<file path="src/rtl/fetch_pc_unit.sv">
// ---------------------------------------------------------------------------
// fetch_pc_unit
//
// Front-of-fetch program counter. Each rising edge chooses the next fetch
// address from (highest priority first): reset, flush redirect, stall hold,
// call (push return address), return (pop return address), jump,
// predicted-taken branch, sequential step. Calls and returns are served by a
// small circular return-address stack (RAS).
//
// Ports:
//   clk                   clock, all state updates on the rising edge
//   reset                 synchronous active-high reset
//   stall                 hold all state this cycle (flush still applies)
//   flush, flush_address  redirect from execute
//   is_jump/is_call/is_ret/is_branch  decoded control-flow flags
//   target_address        jump/call target, fallback target for ret on empty RAS
//   predict_taken, predict_address    branch predictor result
//   pc                    current fetch address (registered)
//   branch_taken          last update followed a predicted-taken branch
//   branch_taken_address  target of the most recent predicted-taken branch
//   ras_count             number of valid RAS entries (saturates at RAS_DEPTH)
//   ras_overflow          one-cycle pulse: push overwrote the oldest entry
//   ras_underflow         one-cycle pulse: ret seen with an empty RAS
// ---------------------------------------------------------------------------
module fetch_pc_unit #(
  parameter int ADDR_WIDTH = 16,
  parameter int PC_STEP    = 2,
  parameter int RAS_DEPTH  = 4,
  parameter int RESET_PC   = 0
) (
  input  logic                         clk,
  input  logic                         reset,
  input  logic                         stall,
  input  logic                         flush,
  input  logic [ADDR_WIDTH-1:0]        flush_address,
  input  logic                         is_jump,
  input  logic                         is_call,
  input  logic                         is_ret,
  input  logic                         is_branch,
  input  logic [ADDR_WIDTH-1:0]        target_address,
  input  logic                         predict_taken,
  input  logic [ADDR_WIDTH-1:0]        predict_address,
  output logic [ADDR_WIDTH-1:0]        pc,
  output logic                         branch_taken,
  output logic [ADDR_WIDTH-1:0]        branch_taken_address,
  output logic [$clog2(RAS_DEPTH):0]   ras_count,
  output logic                         ras_overflow,
  output logic                         ras_underflow
);

  localparam int PTR_W = $clog2(RAS_DEPTH);
  localparam int CNT_W = PTR_W + 1;

  localparam logic [ADDR_WIDTH-1:0] STEP     = ADDR_WIDTH'(PC_STEP);
  localparam logic [ADDR_WIDTH-1:0] RESET_VAL = ADDR_WIDTH'(RESET_PC);
  localparam logic [CNT_W-1:0]      FULL_CNT = CNT_W'(RAS_DEPTH);

  // Architectural state
  logic [ADDR_WIDTH-1:0] pc_reg,  pc_next;
  logic                  bt_reg,  bt_next;
  logic [ADDR_WIDTH-1:0] bta_reg, bta_next;
  logic [PTR_W-1:0]      ptr_reg, ptr_next;
  logic [CNT_W-1:0]      cnt_reg, cnt_next;
  logic                  ovf_reg, ovf_next;
  logic                  unf_reg, unf_next;

  // RAS storage; contents are never reset, only pointer and count are.
  logic [ADDR_WIDTH-1:0] ras_mem [RAS_DEPTH];

  logic                  push_en;
  logic [ADDR_WIDTH-1:0] seq_pc;
  logic [PTR_W-1:0]      ptr_dec;
  logic                  ras_empty;
  logic                  ras_full;

  // Sequential address wraps modulo 2^ADDR_WIDTH by truncation.
  assign seq_pc    = pc_reg + STEP;
  // Pointer is a power-of-two width, so decrement wraps naturally.
  assign ptr_dec   = ptr_reg - 1'b1;
  assign ras_empty = (cnt_reg == '0);
  assign ras_full  = (cnt_reg == FULL_CNT);

  always_comb begin
    pc_next  = seq_pc;
    bt_next  = 1'b0;
    bta_next = bta_reg;
    ptr_next = ptr_reg;
    cnt_next = cnt_reg;
    ovf_next = 1'b0;
    unf_next = 1'b0;
    push_en  = 1'b0;

    if (flush) begin
      pc_next = flush_address;
    end else if (stall) begin
      pc_next = pc_reg;
      bt_next = bt_reg;
    end else if (is_call) begin
      push_en  = 1'b1;
      pc_next  = target_address;
      ptr_next = ptr_reg + 1'b1;
      if (ras_full) begin
        // Oldest entry sits at the slot being written; it is lost.
        ovf_next = 1'b1;
      end else begin
        cnt_next = cnt_reg + 1'b1;
      end
    end else if (is_ret) begin
      if (!ras_empty) begin
        pc_next  = ras_mem[ptr_dec];
        ptr_next = ptr_dec;
        cnt_next = cnt_reg - 1'b1;
      end else begin
        pc_next  = target_address;
        unf_next = 1'b1;
      end
    end else if (is_jump) begin
      pc_next = target_address;
    end else if (is_branch && predict_taken) begin
      pc_next  = predict_address;
      bt_next  = 1'b1;
      bta_next = predict_address;
    end
  end

  always_ff @(posedge clk) begin
    if (reset) begin
      pc_reg  <= RESET_VAL;
      bt_reg  <= 1'b0;
      bta_reg <= '0;
      ptr_reg <= '0;
      cnt_reg <= '0;
      ovf_reg <= 1'b0;
      unf_reg <= 1'b0;
    end else begin
      pc_reg  <= pc_next;
      bt_reg  <= bt_next;
      bta_reg <= bta_next;
      ptr_reg <= ptr_next;
      cnt_reg <= cnt_next;
      ovf_reg <= ovf_next;
      unf_reg <= unf_next;
    end
  end

  // Return address shares the same wrap as the sequential step.
  always_ff @(posedge clk) begin
    if (push_en && !reset) begin
      ras_mem[ptr_reg] <= seq_pc;
    end
  end

  assign pc                   = pc_reg;
  assign branch_taken         = bt_reg;
  assign branch_taken_address = bta_reg;
  assign ras_count            = cnt_reg;
  assign ras_overflow         = ovf_reg;
  assign ras_underflow        = unf_reg;

endmodule

</file>
<file path="config.mk">
export PLATFORM = sky130hd
export DESIGN_NAME = fetch_pc_unit
export DESIGN_NICKNAME = d
export VERILOG_FILES = /design/src/rtl/fetch_pc_unit.sv
export SDC_FILE = /design/constraint.sdc
export NUM_CORES = 1
export LEC_CHECK = 0
export BUFFER_PORTS_ARGS = -buffer_cell sky130_fd_sc_hd__clkbuf_2
export CORE_MARGIN = 2
export CORE_UTILIZATION = 37
export DETAILED_ROUTE_END_ITERATION = 8
export PLACE_DENSITY_LB_ADDON = 0.15
export SLEW_MARGIN = 10
export SYNTH_ARGS = -nofsm -noshare
export SYNTH_HDL_FRONTEND = slang
export SYNTH_SLANG_ARGS = --single-unit
</file>
<file path="constraint.sdc">
create_clock -name clk -period 2.41 [get_ports clk]
set_clock_uncertainty 0.2 [all_clocks]
set_input_delay 0.241 -clock clk [delete_from_list [all_inputs] [get_ports clk]]
set_output_delay 0.241 -clock clk [all_outputs]
set_load 0.03 [all_outputs]
</file>
# Word-level counts from Yosys, hierarchy flattened
# Memories as Yosys holds them, arrays and structs flattened.
# Index checks and enable logic that the tools add are counted.
[word_totals]
regBits = 40
in_bits = 57
n_memories = 1
ramBits = 64
output_inout_bits = 38
elab_cells = 58
[mem_list]
columns = ["name", "words", "word_bits", "rd", "rd_clocked_by_memory_dff", "wr", "line_no", "text"]
rows = [
  ["ras_mem", 4, 16, 1, 0, 1, "68", "logic [ADDR_WIDTH-1:0] ras_mem [RAS_DEPTH];"],
]
[classes]
n_addsub = 5
muxes = 25
bitwise = 5
reduce_logical = 11
n_eq_ne = 4
[op_table]
columns = ["op", "n"]
rows = [
  ["$mux 16", 7],
  ["$add 16x2->16 const B", 1],
  ["$mux 3", 4],
  ["$mux 1", 11],
  ["$mux 2", 3],
  ["$reduce_and 6->1", 1],
  ["$not 1->1", 5],
  ["$reduce_and 5->1", 1],
  ["$reduce_or 5->1", 1],
  ["$ne 2x2->1 const B", 2],
  ["$reduce_and 4->1", 1],
  ["$reduce_or 4->1", 1],
  ["$add 3x1->3 const B", 1],
  ["$eq 3x3->1 const B", 1],
  ["$logic_not 3->1", 1],
  ["$sub 3x1->3 const B", 1],
  ["$add 2x1->2 const B", 1],
  ["$logic_and 1x1->1", 2],
  ["$ne 2x1->1 const B", 1],
  ["$reduce_bool 2->1", 1],
  ["$reduce_or 2->1", 1],
  ["$sub 2x1->2 const B", 1],
  ["$logic_not 1->1", 1],
]

# Logic depth before layout (Yosys ltp)
[depth]
ltp_word = 7
depth_mapped = 10
depth_no_buf = 6

# Worst setup path before layout
# OpenSTA, ideal clock, no wires.
[synth_path]
path_type = "flip-flop to flip-flop"
startpoint = "reg ptr_reg[0]"
endpoint = "reg pc_reg[0] (netlist: pc[0])"
path_buffers = 4
path_slack_ps = -131
setup_time_ps = 132
t_arrival_ps = 2209
required_ps = 2078
path_stages_with_launch = 10
period_less_slack_ps = 2541
cell_sequence = "dfxtp_1 buf_6 buf_6 inv_1 ha_1 buf_2 buf_1 mux4_2 a221oi_1 o22ai_1"
[synth_between]
elab_chain_cells = 7
[synth_lines]
columns = ["item", "line_no", "text"]
rows = [
  ["start, declared", "62", "logic [PTR_W-1:0] ptr_reg, ptr_next;"],
  ["start signal, assigned", "139", "ptr_reg <= ptr_next;"],
  ["$sub 2x1->2", "79", "assign ptr_dec = ptr_reg - 1'b1;"],
  ["$mem_v2 4x16", "-", ""],
  ["$mux 16", "109", "if (!ras_empty) begin"],
  ["$mux 16", "108", "end else if (is_ret) begin"],
  ["$mux 16", "98", "end else if (is_call) begin"],
  ["$mux 16", "95", "end else if (stall) begin"],
  ["$mux 16", "93", "if (flush) begin"],
  ["end signal, assigned", "136", "pc_reg <= pc_next;"],
  ["end, declared", "59", "logic [ADDR_WIDTH-1:0] pc_reg, pc_next;"],
]
# Every way passes these cells. The select of a mux whose other input is x is not followed.
# A chain may end at the register's enable or synchronous reset.

# Worst setup path in the final report
[layout_path]
startpoint = "reg pc_reg[1] (netlist: pc[1])"
endpoint = "reg pc_reg[15] (netlist: pc[15])"
[layout_between]
elab_chain_cells = 7
[layout_lines]
columns = ["item", "line_no", "text"]
rows = [
  ["$add 16x2->16", "77", "assign seq_pc = pc_reg + STEP;"],
  ["net seq_pc[15]", "71", "logic [ADDR_WIDTH-1:0] seq_pc;"],
  ["$mux 16", "119", "end else if (is_branch && predict_taken) begin"],
  ["$mux 16", "117", "end else if (is_jump) begin"],
  ["$mux 16", "108", ""],
  ["$mux 16", "98", ""],
  ["$mux 16", "95", ""],
  ["$mux 16", "93", ""],
]
# The timed path passes the listed nets, and every way through them passes these cells. The select of a mux whose other input is x is not followed.

==> results.json <==
{
  "ant_nets": 0,
  "seqPwrFrac_pct": 50.0,
  "synthesis.nets": 486,
  "register_area_sq_um": 2723,
  "wl_met2_mm": 7.248,
  "vdd_ir_drop_max_uv": 570.8,
  "fin_nets": 604,
  "synthTopCellsByCount": "edfxtp_1 (64), nand2_1 (51), a21oi_1 (46)",
  "finalSetupViolations": 0,
  "critPathArrivalTime_ns": 2.31,
  "synth_most_common_cell": "edfxtp_1",
  "vias": 3786,
  "multi_input_comb_area_sq_um": 1903,
  "worst_pin_slew_ns": 0.7480,
  "die_h_um": 118.3,
  "synth_edf_count": 64,
  "syn_area_sq_um": 4836,
  "power.density_nw_per_um2": 648.9,
  "rsz0062_at_grt": "false",
  "clock.fmax_mhz": 444.1,
  "synth_top_cell_area_share_pct": 39.74,
  "clock_tree.buffer_depth": 2,
  "wl_met1_mm": 6.039,
  "place_hpwl_mm": 9.794,
  "cts-root-buf": "clkbuf_16",
  "wl_met3_um": 609,
  "relSlewSlack_pct": 50.13,
  "dr.max_layer_used": "met4",
  "synth_top_cell_by_area": "edfxtp_1",
  "fin_area_sq_um": 6088,
  "core_area_sq_um": 12670,
  "drv_slew": 0,
  "fin_setup_tns_ns": 0,
  "post_drt_wl_per_cell_um": 19.56,
  "nFillCells": 1183,
  "ctsHtreeMaxLevel": 3,
  "synthTopCellsByArea": "edfxtp_1 (40%), dfxtp_1 (17%), mux4_2 (7.5%), a21oi_1 (4.8%), nand2_1 (4.0%)",
  "power_mw": 3.951,
  "num_rows": 41,
  "die_w_um": 118.3,
  "post_dp_cell_area_sq_um": 5579,
  "drive_above_1_share_pct": 28.21,
  "ios": 95,
  "finalHoldViolCount": 0,
  "p_sw_share_pct": 24.79,
  "syn_avg_cell_area_sq_um": 11.43,
  "hold_path_class": "in2reg",
  "yosysUniqueCellTypes": 46,
  "drt_iter0_markers": 287,
  "viasPerCell": 5.273,
  "status": "complete, no violations",
  "ys_ff_latch": 104,
  "cp-start-kind": "flip-flop",
  "cts.sinks": 104,
  "port_buffers": 94,
  "grt_overflow_total": 0,
  "ys_warn_count": 0,
  "critPathMaxFanout": 6,
  "synth.yosys.seq_area_share_pct": 56.30,
  "min_period_ns": 2.252,
  "endpoint_kind": "flip-flop",
  "syn2layout_area_growth_pct": 25.90,
  "power.internal_mw": 2.971,
  "grt_pass1_vias": 3868,
  "path_class": "reg2reg",
  "cts_tree": "yes",
  "p_comb_share_pct": 12.6,
  "gp_congestion": 0.7617,
  "synthCells": 423,
  "hold-worst-slack_ns": 0.005960,
  "die-area_sq_um": 14000,
  "p_sw_mw": 0.9795,
  "num_antenna_cells": 0,
  "finalCritPeriodShare_pct": 93.43,
  "synth-async-reset-ratio_pct": 0,
  "cts_resized": 0,
  "drc_errors": 0,
  "numCtsBuffers": 9,
  "place_inst": 681,
  "largest_reg_flops": 64,
  "clkTransAtPathRegs_ns": 0.07,
  "fin_cells": 718,
  "grt_antenna_before_repair": 0,
  "clock_latency_ns": 0.35,
  "grt_max_degree": 34,
  "p_leak_nw": 2.277,
  "crit_required_ns": 2.46,
  "first_pass_iters": 5,
  "clock_power_share_pct": 37.3,
  "grt_pass1_wl_mm": 21.73,
  "start_util_pct": 38.17,
  "synth_flop_cell": "edfxtp_1",
  "wirelength_mm": 14.04,
  "grt_util_all_layers_pct": 20.80,
  "cap_violations": 0
}
final timing paths:
path	from	endpoint	slack, ns	cells after the start
max	pc[1]$_SDFFE_PP0P_	pc[15]$_SDFFE_PP0P_	0.16	6
min	target_address[2]	pc[2]$_SDFFE_PP0P_	0.006	3
max reg2reg	pc[1]$_SDFFE_PP0P_	pc[15]$_SDFFE_PP0P_	0.16	6
min reg2reg	branch_taken_address[11]$_SDFFE_PP0P_	branch_taken_address[11]$_SDFFE_PP0P_	0.26	2
metrics by stage:
stage	utilization (%)	setup slack (ns)
floorplan	-	0.02482
global placement	44.03	0.2741
detailed placement	44.03	0.2128
CTS	48.05	0.1888
global route	48.05	0.0002194
finish	48.05	0.1582
final cells by class:
class | instances | area share (%)
Clock buffer | 11 | 3.987
Timing Repair Buffer | 137 | 14.71
Tap cell | 172 | 3.535
Clock inverter | 5 | 0.9248
Inverter | 14 | 0.8631
Multi-Input combinational cell | 275 | 31.26
Sequential cell | 104 | 44.72
cells by family (layout without fill, tap and decap cells):
logic type               count (synthesis)  after routing  share of synthesized area (%)
AO/OA/AOI/OAI                          104            104                          13.40
multiplexers                            21             21                          8.487
buffers and inverters                   44            167                          4.346
adder cells (fa/ha/maj)                  6              6                          1.708
flip-flops                             104            104                          56.30
AND/OR/NAND/NOR                        127            127                          12.68
XOR/XNOR                                17             17                          3.079
per-layer routing:
layer,vias up,global-route usage (%)
met5,-,0
met4,0,4.744
met3,8,5.309
met2,98,36.52
met1,1888,25.66
li1,1792,-
critical path, stage by stage, from the launching register on:
cell and delay (ns):
dfxtp_1 0.46, ha_1 0.26, and3_1 0.32, nand4_4 0.12
xnor2_1 0.41, nor2_1 0.10, o41ai_1 0.30
power by group through the flow:
| stage | Clock (mW) | Combinational [mW] | Sequential (mW) |
|---|---|---|---|
| 2_1_floorplan | 0 | 0.254 | 2.05 |
| 3_3_place_gp | 0 | 0.469 | 2.01 |
| 3_5_place_dp | 0 | 0.474 | 2.02 |
| 4_1_cts | 1.52 | 0.503 | 1.98 |
| 5_1_grt | 1.59 | 0.543 | 1.98 |
| 6_report | 1.47 | 0.499 | 1.98 |
repair_timing:
| action | CTS | global route |
|---|---|---|
| hold endpoints to repair | 20 | 0 |
| buffers inserted | 0 | 0 |
| hold buffers | 21 | 0 |
| setup endpoints to repair | 0 | 0 |
cells in the final DEF (no fill, tap or decap), types with 2 or more instances in the layout:
cell type and n:
clkbuf_2 94, edfxtp_1 64, nand2_1 51, a21oi_1 46
dfxtp_1 40, nor2_1 32, dlygate4sd3_1 21, o21ai_0 20
buf_4 18, mux4_2 16, xnor2_1 15, inv_1 14
a221oi_1 14, a211oi_1 10, clkbuf_16 9, and3_1 7
nand3_1 6, or3_1 5, nor3_1 5, mux2i_1 5
ha_1 5, nand2b_1 4, buf_12 4, and2_1 3
and4_1 3, nand4_1 3, xor2_1 2, nor4_1 2
a31oi_1 2, o21ba_2 2, o21a_1 2, clkinv_2 2
Power figures use the tool's default switching activity.
